File: config.mk
export PLATFORM = sky130hd
export DESIGN_NAME = axi_burst_gen_flat
export DESIGN_NICKNAME = d
export VERILOG_FILES = /design/src/rtl/axi_burst_pkg.sv /design/src/rtl/axi_burst_gen_if.sv /design/src/rtl/axi_burst_len_calc.sv /design/src/rtl/axi_burst_gen.sv /design/src/flat_wrapper.sv
export SDC_FILE = /design/constraint.sdc
export NUM_CORES = 1
export LEC_CHECK = 0
export CORE_ASPECT_RATIO = 1.2
export CORE_MARGIN = 8
export CORE_UTILIZATION = 25
export CTS_BUF_LIST = sky130_fd_sc_hd__clkbuf_16
export CTS_CLUSTER_DIAMETER = 100
export DETAILED_ROUTE_END_ITERATION = 7
export SETUP_SLACK_MARGIN = 0.02
export SLEW_MARGIN = 5
export SYNTH_ARGS = -nofsm -noshare
export SYNTH_HDL_FRONTEND = slang
export SYNTH_SLANG_ARGS = --single-unit
export TNS_END_PERCENT = 5
File: constraint.sdc
create_clock -name CLK -period 3.85 [get_ports CLK]
set_input_delay 0.77 -clock CLK [delete_from_list [all_inputs] [get_ports CLK]]
set_output_delay 0.77 -clock CLK [all_outputs]
set_load 0.005 [all_outputs]
File: src/rtl/axi_burst_pkg.sv
// Shared types and constants for the AXI address-channel burst generator.
package axi_burst_pkg;

    localparam logic [1:0] BURST_FIXED = 2'b00;
    localparam logic [1:0] BURST_INCR  = 2'b01;
    localparam logic [1:0] BURST_WRAP  = 2'b10;

    localparam int unsigned AXI_4K_BYTES = 4096;
    localparam int unsigned ADDR_W       = 32;
    localparam int unsigned LEN_W        = 8;
    localparam int unsigned BEATS_W      = 16;
    localparam int unsigned CALC_LEN_W   = 9;

    typedef enum logic [1:0] {
        IDLE,
        CALC,
        ISSUE,
        DONE_ST
    } state_e;

    // Address-channel command held stable while AXVALID is high.
    typedef struct packed {
        logic [ADDR_W-1:0] addr;
        logic [LEN_W-1:0]  len;
    } ax_cmd_t;

endpackage

File: src/rtl/axi_burst_gen_if.sv
// Request and AXI address-channel signals of the burst generator.
interface axi_burst_gen_if;

    logic        REQ_VALID;
    logic        REQ_READY;
    logic [31:0] REQ_ADDR;
    logic [15:0] REQ_BEATS;
    logic        AXVALID;
    logic        AXREADY;
    logic [31:0] AXADDR;
    logic [7:0]  AXLEN;
    logic [2:0]  AXSIZE;
    logic [1:0]  AXBURST;
    logic        BUSY;
    logic        DONE;

    // Generator side: takes requests, drives the address channel.
    modport master (
        input  REQ_VALID, REQ_ADDR, REQ_BEATS, AXREADY,
        output REQ_READY, AXVALID, AXADDR, AXLEN, AXSIZE, AXBURST, BUSY, DONE
    );

    // Requester / address-channel consumer side.
    modport slave (
        output REQ_VALID, REQ_ADDR, REQ_BEATS, AXREADY,
        input  REQ_READY, AXVALID, AXADDR, AXLEN, AXSIZE, AXBURST, BUSY, DONE
    );

endinterface

File: src/rtl/axi_burst_len_calc.sv
// Length of the next INCR burst: min(remaining beats, max burst, beats left in 4 KB page).
module axi_burst_len_calc
    import axi_burst_pkg::*;
#(
    parameter int unsigned p_size      = 4,
    parameter int unsigned p_max_beats = 256
) (
    input  logic [11:0]           addr_lo,
    input  logic [BEATS_W-1:0]    rem,
    output logic [CALC_LEN_W-1:0] len_c
);

    localparam logic [12:0]        PAGE_BYTES = 13'(AXI_4K_BYTES);
    localparam logic [BEATS_W-1:0] MAX_BEATS  = BEATS_W'(p_max_beats);

    logic [12:0]        to4k;
    logic [BEATS_W-1:0] lim;

    // 13-bit page distance so a page-aligned address yields a full page.
    always_comb begin
        to4k = (PAGE_BYTES - {1'b0, addr_lo}) >> p_size;
        lim  = (rem < MAX_BEATS) ? rem : MAX_BEATS;
        if (BEATS_W'(to4k) < lim) begin
            lim = BEATS_W'(to4k);
        end
        len_c = CALC_LEN_W'(lim);
    end

endmodule

File: src/rtl/axi_burst_gen.sv
// Splits a linear transfer request into 4 KB-safe AXI INCR address bursts.
module axi_burst_gen
    import axi_burst_pkg::*;
#(
    parameter int unsigned p_size      = 4,
    parameter int unsigned p_max_beats = 256
) (
    input  logic            CLK,
    input  logic            RESETn,
    axi_burst_gen_if.master bus
);

    localparam logic [ADDR_W-1:0] ADDR_MASK = ~((ADDR_W'(1) << p_size) - ADDR_W'(1));

    state_e               state_q, state_d;
    logic [ADDR_W-1:0]    addr_q, addr_d;
    logic [BEATS_W-1:0]   rem_q, rem_d;
    ax_cmd_t              ax_q, ax_d;
    logic                 axvalid_q, axvalid_d;
    logic                 req_ready_q, req_ready_d;
    logic                 busy_q, busy_d;
    logic                 done_q, done_d;
    logic [CALC_LEN_W-1:0] len_c;
    logic [CALC_LEN_W-1:0] issued_len_c;

    axi_burst_len_calc #(
        .p_size      (p_size),
        .p_max_beats (p_max_beats)
    ) u_len_calc (
        .addr_lo (addr_q[11:0]),
        .rem     (rem_q),
        .len_c   (len_c)
    );

    // Beat count of the burst currently on the bus, recovered from AXLEN.
    assign issued_len_c = {1'b0, ax_q.len} + CALC_LEN_W'(1);

    always_comb begin
        state_d = state_q;
        addr_d  = addr_q;
        rem_d   = rem_q;
        ax_d    = ax_q;

        case (state_q)
            IDLE: begin
                if (bus.REQ_VALID && req_ready_q) begin
                    addr_d  = bus.REQ_ADDR & ADDR_MASK;
                    rem_d   = bus.REQ_BEATS;
                    state_d = (bus.REQ_BEATS == '0) ? DONE_ST : CALC;
                end
            end
            CALC: begin
                ax_d.addr = addr_q;
                ax_d.len  = LEN_W'(len_c - CALC_LEN_W'(1));
                state_d   = ISSUE;
            end
            ISSUE: begin
                if (axvalid_q && bus.AXREADY) begin
                    addr_d  = addr_q + (ADDR_W'(issued_len_c) << p_size);
                    rem_d   = rem_q - BEATS_W'(issued_len_c);
                    state_d = (rem_d == '0) ? DONE_ST : CALC;
                end
            end
            DONE_ST: begin
                state_d = IDLE;
            end
            default: begin
                state_d = IDLE;
            end
        endcase

        // Outputs are decoded from the next state so they register alongside it.
        req_ready_d = (state_d == IDLE);
        busy_d      = (state_d != IDLE);
        axvalid_d   = (state_d == ISSUE);
        done_d      = (state_d == DONE_ST);
    end

    always_ff @(posedge CLK or negedge RESETn) begin
        if (!RESETn) begin
            state_q     <= IDLE;
            addr_q      <= '0;
            rem_q       <= '0;
            ax_q        <= '0;
            axvalid_q   <= 1'b0;
            req_ready_q <= 1'b1;
            busy_q      <= 1'b0;
            done_q      <= 1'b0;
        end else begin
            state_q     <= state_d;
            addr_q      <= addr_d;
            rem_q       <= rem_d;
            ax_q        <= ax_d;
            axvalid_q   <= axvalid_d;
            req_ready_q <= req_ready_d;
            busy_q      <= busy_d;
            done_q      <= done_d;
        end
    end

    assign bus.REQ_READY = req_ready_q;
    assign bus.AXVALID   = axvalid_q;
    assign bus.AXADDR    = ax_q.addr;
    assign bus.AXLEN     = ax_q.len;
    assign bus.AXSIZE    = 3'(p_size);
    assign bus.AXBURST   = BURST_INCR;
    assign bus.BUSY      = busy_q;
    assign bus.DONE      = done_q;

endmodule

File: src/flat_wrapper.sv
// flat-port wrapper written by rule: the top's interface ports become plain ports
module axi_burst_gen_flat import axi_burst_pkg::*;
#(
    parameter int unsigned p_size      = 4,
    parameter int unsigned p_max_beats = 256
)
  (CLK, RESETn, bus_REQ_VALID, bus_REQ_ADDR, bus_REQ_BEATS, bus_AXREADY, bus_REQ_READY, bus_AXVALID, bus_AXADDR, bus_AXLEN, bus_AXSIZE, bus_AXBURST, bus_BUSY, bus_DONE);
  axi_burst_gen_if bus_i ();
  input  logic CLK;
  input  logic RESETn;
  input wire logic [$bits(bus_i.REQ_VALID)-1:0] bus_REQ_VALID;
  input wire logic [$bits(bus_i.REQ_ADDR)-1:0] bus_REQ_ADDR;
  input wire logic [$bits(bus_i.REQ_BEATS)-1:0] bus_REQ_BEATS;
  input wire logic [$bits(bus_i.AXREADY)-1:0] bus_AXREADY;
  output wire logic [$bits(bus_i.REQ_READY)-1:0] bus_REQ_READY;
  output wire logic [$bits(bus_i.AXVALID)-1:0] bus_AXVALID;
  output wire logic [$bits(bus_i.AXADDR)-1:0] bus_AXADDR;
  output wire logic [$bits(bus_i.AXLEN)-1:0] bus_AXLEN;
  output wire logic [$bits(bus_i.AXSIZE)-1:0] bus_AXSIZE;
  output wire logic [$bits(bus_i.AXBURST)-1:0] bus_AXBURST;
  output wire logic [$bits(bus_i.BUSY)-1:0] bus_BUSY;
  output wire logic [$bits(bus_i.DONE)-1:0] bus_DONE;
  assign bus_i.REQ_VALID = bus_REQ_VALID;
  assign bus_i.REQ_ADDR = bus_REQ_ADDR;
  assign bus_i.REQ_BEATS = bus_REQ_BEATS;
  assign bus_i.AXREADY = bus_AXREADY;
  assign bus_REQ_READY = bus_i.REQ_READY;
  assign bus_AXVALID = bus_i.AXVALID;
  assign bus_AXADDR = bus_i.AXADDR;
  assign bus_AXLEN = bus_i.AXLEN;
  assign bus_AXSIZE = bus_i.AXSIZE;
  assign bus_AXBURST = bus_i.AXBURST;
  assign bus_BUSY = bus_i.BUSY;
  assign bus_DONE = bus_i.DONE;
  axi_burst_gen #(.p_size(p_size), .p_max_beats(p_max_beats)) u_core (.CLK(CLK), .RESETn(RESETn), .bus(bus_i));
endmodule
# Word-level counts from Yosys, hierarchy flattened
# Cells that the tools add are included.
# Widths: inputs -> output; s select.
[word_totals]
regBits = 94
output_inout_bits = 49
elab_cells = 45
inputBits = 52
[classes]
muxes = 13
magnitude_cmp = 2
n_addsub = 5
reduce_logical = 9
eq_ne = 7
[ops]
columns = ["cell", "n"]
rows = [
  ["$mux 32", 2],
  ["$pmux 32 s2", 1],
  ["$mux 16", 3],
  ["$add 32x13->32", 1],
  ["$logic_not 16->1", 2],
  ["$pmux 16 s2", 1],
  ["$lt 16x9->1 const B", 1],
  ["$lt 9x16->1", 1],
  ["$sub 16x9->16", 1],
  ["$sub 13x12->13 const A", 1],
  ["$add 8x1->9 const B", 1],
  ["$eq 2x2->1 const B", 4],
  ["$mux 2", 4],
  ["$mux 8", 1],
  ["$pmux 2 s4", 1],
  ["$sub 8x1->8 const B", 1],
  ["$logic_not 2->1", 2],
  ["$ne 2x1->1 const B", 2],
  ["$reduce_bool 2->1", 2],
  ["$reduce_and 3->1", 1],
  ["$eq 2x1->1 const B", 1],
  ["$logic_and 1x1->1", 2],
]

# Depth between registers and ports, before layout
[depth]
depth_word = 7
mapped_depth = 19
mapped_depth_nobuf = 18

# By module
# From an unflattened synthesis, not the netlist that was laid out.
[unflattened]
cells_unflattened = 671
area_unflattened_um2 = 5959.5
[modules_own_cells]
columns = ["mod", "seq_area_each_um2", "instances", "area_each_um2", "cells_each"]
rows = [
  ["axi_burst_gen", 2153.3, 1, 5432.7, 603],
  ["axi_burst_len_calc", 0.0, 1, 526.8, 68],
]

# Least setup slack after synthesis
# Ideal clock, no wire load.
[synth_path]
kind = "register to register"
start = "register u_core.rem_q[13]"
end = "register u_core.ax_q, in the netlist u_core.bus.AXLEN[6]"
path_buffers = 2
required_time_ns = 3.773
path_slack_ns = -0.174
path_stages_with_launch = 17
period_less_slack_ns = 4.024
arrival_ns = 3.947
setup_time_ns = 0.077
cell_sequence = "dfrtp_1 > or4_4 > nor4_4 > clkbuf_1 > nand2_1 > ha_1 > a2111oi_0 > nand3_1 > a211o_1 > buf_2 > a31oi_1 > ha_1 > nand2_1 > or3_1 > a21oi_1 > a21oi_1 > o21ai_1"
[synth_between]
elab_chain_cells = 5
[synth_lines]
columns = ["item", "line_no", "source"]
rows = [
  ["from (decl)", "axi_burst_gen.sv:17", "logic [BEATS_W-1:0] rem_q, rem_d;"],
  ["from (signal assigned)", "axi_burst_gen.sv:92", "rem_q <= rem_d;"],
  ["$lt 16x9->1", "axi_burst_len_calc.sv:22", "lim = (rem < MAX_BEATS) ? rem : MAX_BEATS;"],
  ["$mux 16 *", "axi_burst_len_calc.sv:22", ""],
  ["$lt 9x16->1", "axi_burst_len_calc.sv:23", "if (BEATS_W'(to4k) < lim) begin"],
  ["$mux 8 *", "axi_burst_len_calc.sv:23", ""],
  ["$sub 8x1->8 *", "axi_burst_gen.sv:54", "ax_d.len = LEN_W'(len_c - CALC_LEN_W'(1));"],
  ["to (signal assigned)", "axi_burst_gen.sv:84", "ax_q <= '0;"],
  ["to (signal assigned)", "axi_burst_gen.sv:93", "ax_q <= ax_d;"],
  ["to (decl)", "axi_burst_gen.sv:18", "ax_cmd_t ax_q, ax_d;"],
]
# Every way passes the cells marked *; elsewhere a longest branch is shown, timed or not.
# A chain may end at the register's enable or synchronous reset.

# Final worst setup path
# Ends and elaborated chain as after synthesis.

==> out/results.ini <==
[run_status]
status = finished, final reports clean

[final_layout]
final_common_cell = clkdlybuf4s50_1
areaGrowthSynthToFinish_pct = 28.8
final_cell_mix = 86 x clkdlybuf4s50_1, 85 x dfrtp_1, 82 x nand2_1
layout-drive-gt1-share_pct = 11.8
fill_cells = 2452
fin_nets = 866
antenna_cells = 0

[synthesis]
yosys.area.top_type = dfrtp_1
synth_top_cell_area_share_pct = 36.3
synth-edff-count = 0
synth_area_um2 = 5860
ys_seq_elements = 86
synth_area_leaders = dfrtp_1 36%, ha_1 6.4%, nand2_1 5.3%, a21oi_1 4.3%, mux2_2 4.2%
synth_flop_cell = dfrtp_1
synth_area_per_cell_um2 = 8.50
yosysSeqAreaShare_pct = 36.8
yosys_warnings = 0
async_flop_share_pct = 100
syn_inst = 689
synth_cell_types = 62

[routing]
dr_total_vias = 5365
dr.pass1.iters = 4
drtAntennaViolNets = 0
drc = 0
drt-total-wl_um = 17700
drt_iter0_markers = 315
avgRoutedWirePerCell_um = 16.0
via_per_inst = 4.87

[critical_path]
path_max_fanout = 8
cp.required_ns = 4.12
critPathLaunchType = register
rr_worst_depth = 15
crit_type = reg2reg
end_kind = register
critPathArrivalTime_ns = 3.90

[grt]
grt.overflow.total = 0
grt_pass1_vias = 5189
grt_util_all_layers_pct = 12.5
grt_pass1_wl_um = 28000
grt_antenna_before_repair = 0
grt_start_max_net_pins = 50

[floorplan]
rows = 61
die-area_um2 = 28600
ios = 101
core-area_um2 = 23100
initial_utilization_pct = 25.3
die_w_um = 156
die_h_um = 184

[timing]
slew_headroom_pct = 40.9
finalSetupViolations = 0
finalHoldViolations = 0
clock.fmax_ghz = 0.276
rsz0062_at_grt = true
worst_slack_ns = 0.229
slew_violations = 0
fin_crit_ns = 3.62
worstMarginPinSlew_ns = 0.885
finClkSkew_ns = 0.0125
fin_crit_sh_pct = 94.1

[place]
dp_slack_ns = 0.121
gp_congestion = 0.866
dpl.hpwl_um = 13600
numPortBuffers = 87

[worst_hold_path]
hp-class = in2async

[clock_tree]
ctsHtreeMaxLevel = 3
cts_inserted_buffers = 9
clock_latency_ns = 0.35
cts-root-buf = clkbuf_16
clkSinkCount = 86
post_cts_buffers = 0
ctsHoldBuffers = 0
clk_pin_slew_worst_paths_ns = 0.07
cts_tree = built
clockBufferDepth = 2

[power]
power_w = 0.00714
p_leak_nw = 3.11
power_density_nw_per_um2 = 946
ir_worst_vdd_uv = 313

[job]
cap_violations = 0

[power breakdown]
group / internal (W) / switching, W / total [W] / leakage (nW)
clock: 0.000499 / 0.000374 / 0.000874 / 0.148
combinational: 0.00206 / 0.00239 / 0.00445 / 1.96
sequential: 0.00136 / 0.000452 / 0.00181 / 1.00
total: 0.00392 / 0.00322 / 0.00714 / 3.11
[Yosys cell counts, types with 5 or more instances]
master     instances
dfrtp_1           85
nand2_1           82
nor2_1            56
a21oi_1           50
o21ai_0           38
ha_1              30
clkbuf_1          29
inv_1             29
nand3_1           28
mux2_2            22
xnor2_1           21
a31oi_1           19
and3_1            12
nor4_1            12
nor3_1            11
a21o_1             9
buf_4              9
o22ai_1            9
buf_1              8
xor2_1             8
nand4_1            7
o21ai_1            7
o22a_1             7
a211oi_1           6
a2bb2oi_1          6
mux2i_1            6
nand2b_1           5
o211ai_1           5
o21a_1             5
or2_2              5
or3_1              5
[repair_timing]
| action | CTS | global route |
|---|---|---|
| resized for setup | 0 | 7 |
| hold endpoints to repair | 0 | 0 |
| endpoints found under the setup margin | 0 | 2 |
[critical path, stage by stage, from the launching register on]
cell and delay, ns:
dfrtp_1 0.38, or4_4 0.57, nor4_4 0.16, buf_6 0.17, nand2_1 0.09, ha_1 0.22
a2111oi_2 0.35, nand3_1 0.11, a211o_1 0.34, a31oi_2 0.22, ha_2 0.23, nand2_1 0.06
or3_1 0.32, a21oi_2 0.15, a21oi_1 0.05, o21ai_1 0.11
[per-layer routing]
metal	wire length (um)	global-route usage (%)	vias to the layer above
met3	1120	3.95	8
met2	8410	20.4	139
li1	-	-	2675
met1	8040	16.0	2543
met4	109	2.49	0
met5	0	0	-
[final timing paths]
kind | startpoint | end | slack [ns]
worst min register to register | u_core.bus.AXADDR[30] | u_core.bus.AXADDR[30] | 0.48
worst max-delay path | u_core.rem_q[13] | u_core.bus.AXLEN[6] | 0.23
min in group CLK | u_core.bus.AXADDR[30] | u_core.bus.AXADDR[30] | 0.48
max in group asynchronous | RESETn | u_core.bus.AXADDR[9] | 2.68
worst min-delay path | RESETn | u_core.addr_q[31] | 0.41
worst max register to register | u_core.rem_q[13] | u_core.bus.AXLEN[6] | 0.23
[state kept, by name, indices dropped and copies added, names as in the netlist]
register,cells
u_core.bus.REQ_READY,1
u_core.rem_q,16
u_core.bus.DONE,1
u_core.bus.BUSY,1
u_core.bus.AXLEN,8
u_core.addr_q,28
u_core.bus.AXADDR,28
u_core.state_q,2
u_core.bus.AXVALID,1
[per-stage QoR]
stage                     util, %  TNS (ns)  hold WS [ns]  cells  area, um^2
after floorplan                 -         0         0.473    696        5910
after global placement       31.2         0         0.462   1086        7220
after detailed placement     31.2         0         0.472   1086        7220
after CTS                    32.5         0         0.438   1102        7510
after global routing         32.6   -0.0651         0.451   1102        7540
final                        32.6         0         0.408   1102        7540
[final cells by class]
| class | instances | area [um^2] | area share (%) |
|---|---|---|---|
| multi-input combinational | 534 | 3460 | 45.9 |
| sequential | 86 | 2150 | 28.5 |
| timing repair buffer | 122 | 1130 | 15.0 |
| tap | 315 | 394 | 5.22 |
| clock buffer | 9 | 225 | 2.99 |
| inverter | 29 | 109 | 1.44 |
| clock inverter | 7 | 67.6 | 0.896 |
[cells by family after synthesis]
group	Yosys count	synth area share (%)
fa+ha+maj	32	7.09
xor+xnor	29	4.34
compound gates	195	21.4
buf+inv	76	5.47
other cells	2	0.128
mux	29	5.45
simple gates	240	19.4
flops	86	36.8
(Power assumes the default switching activity.)
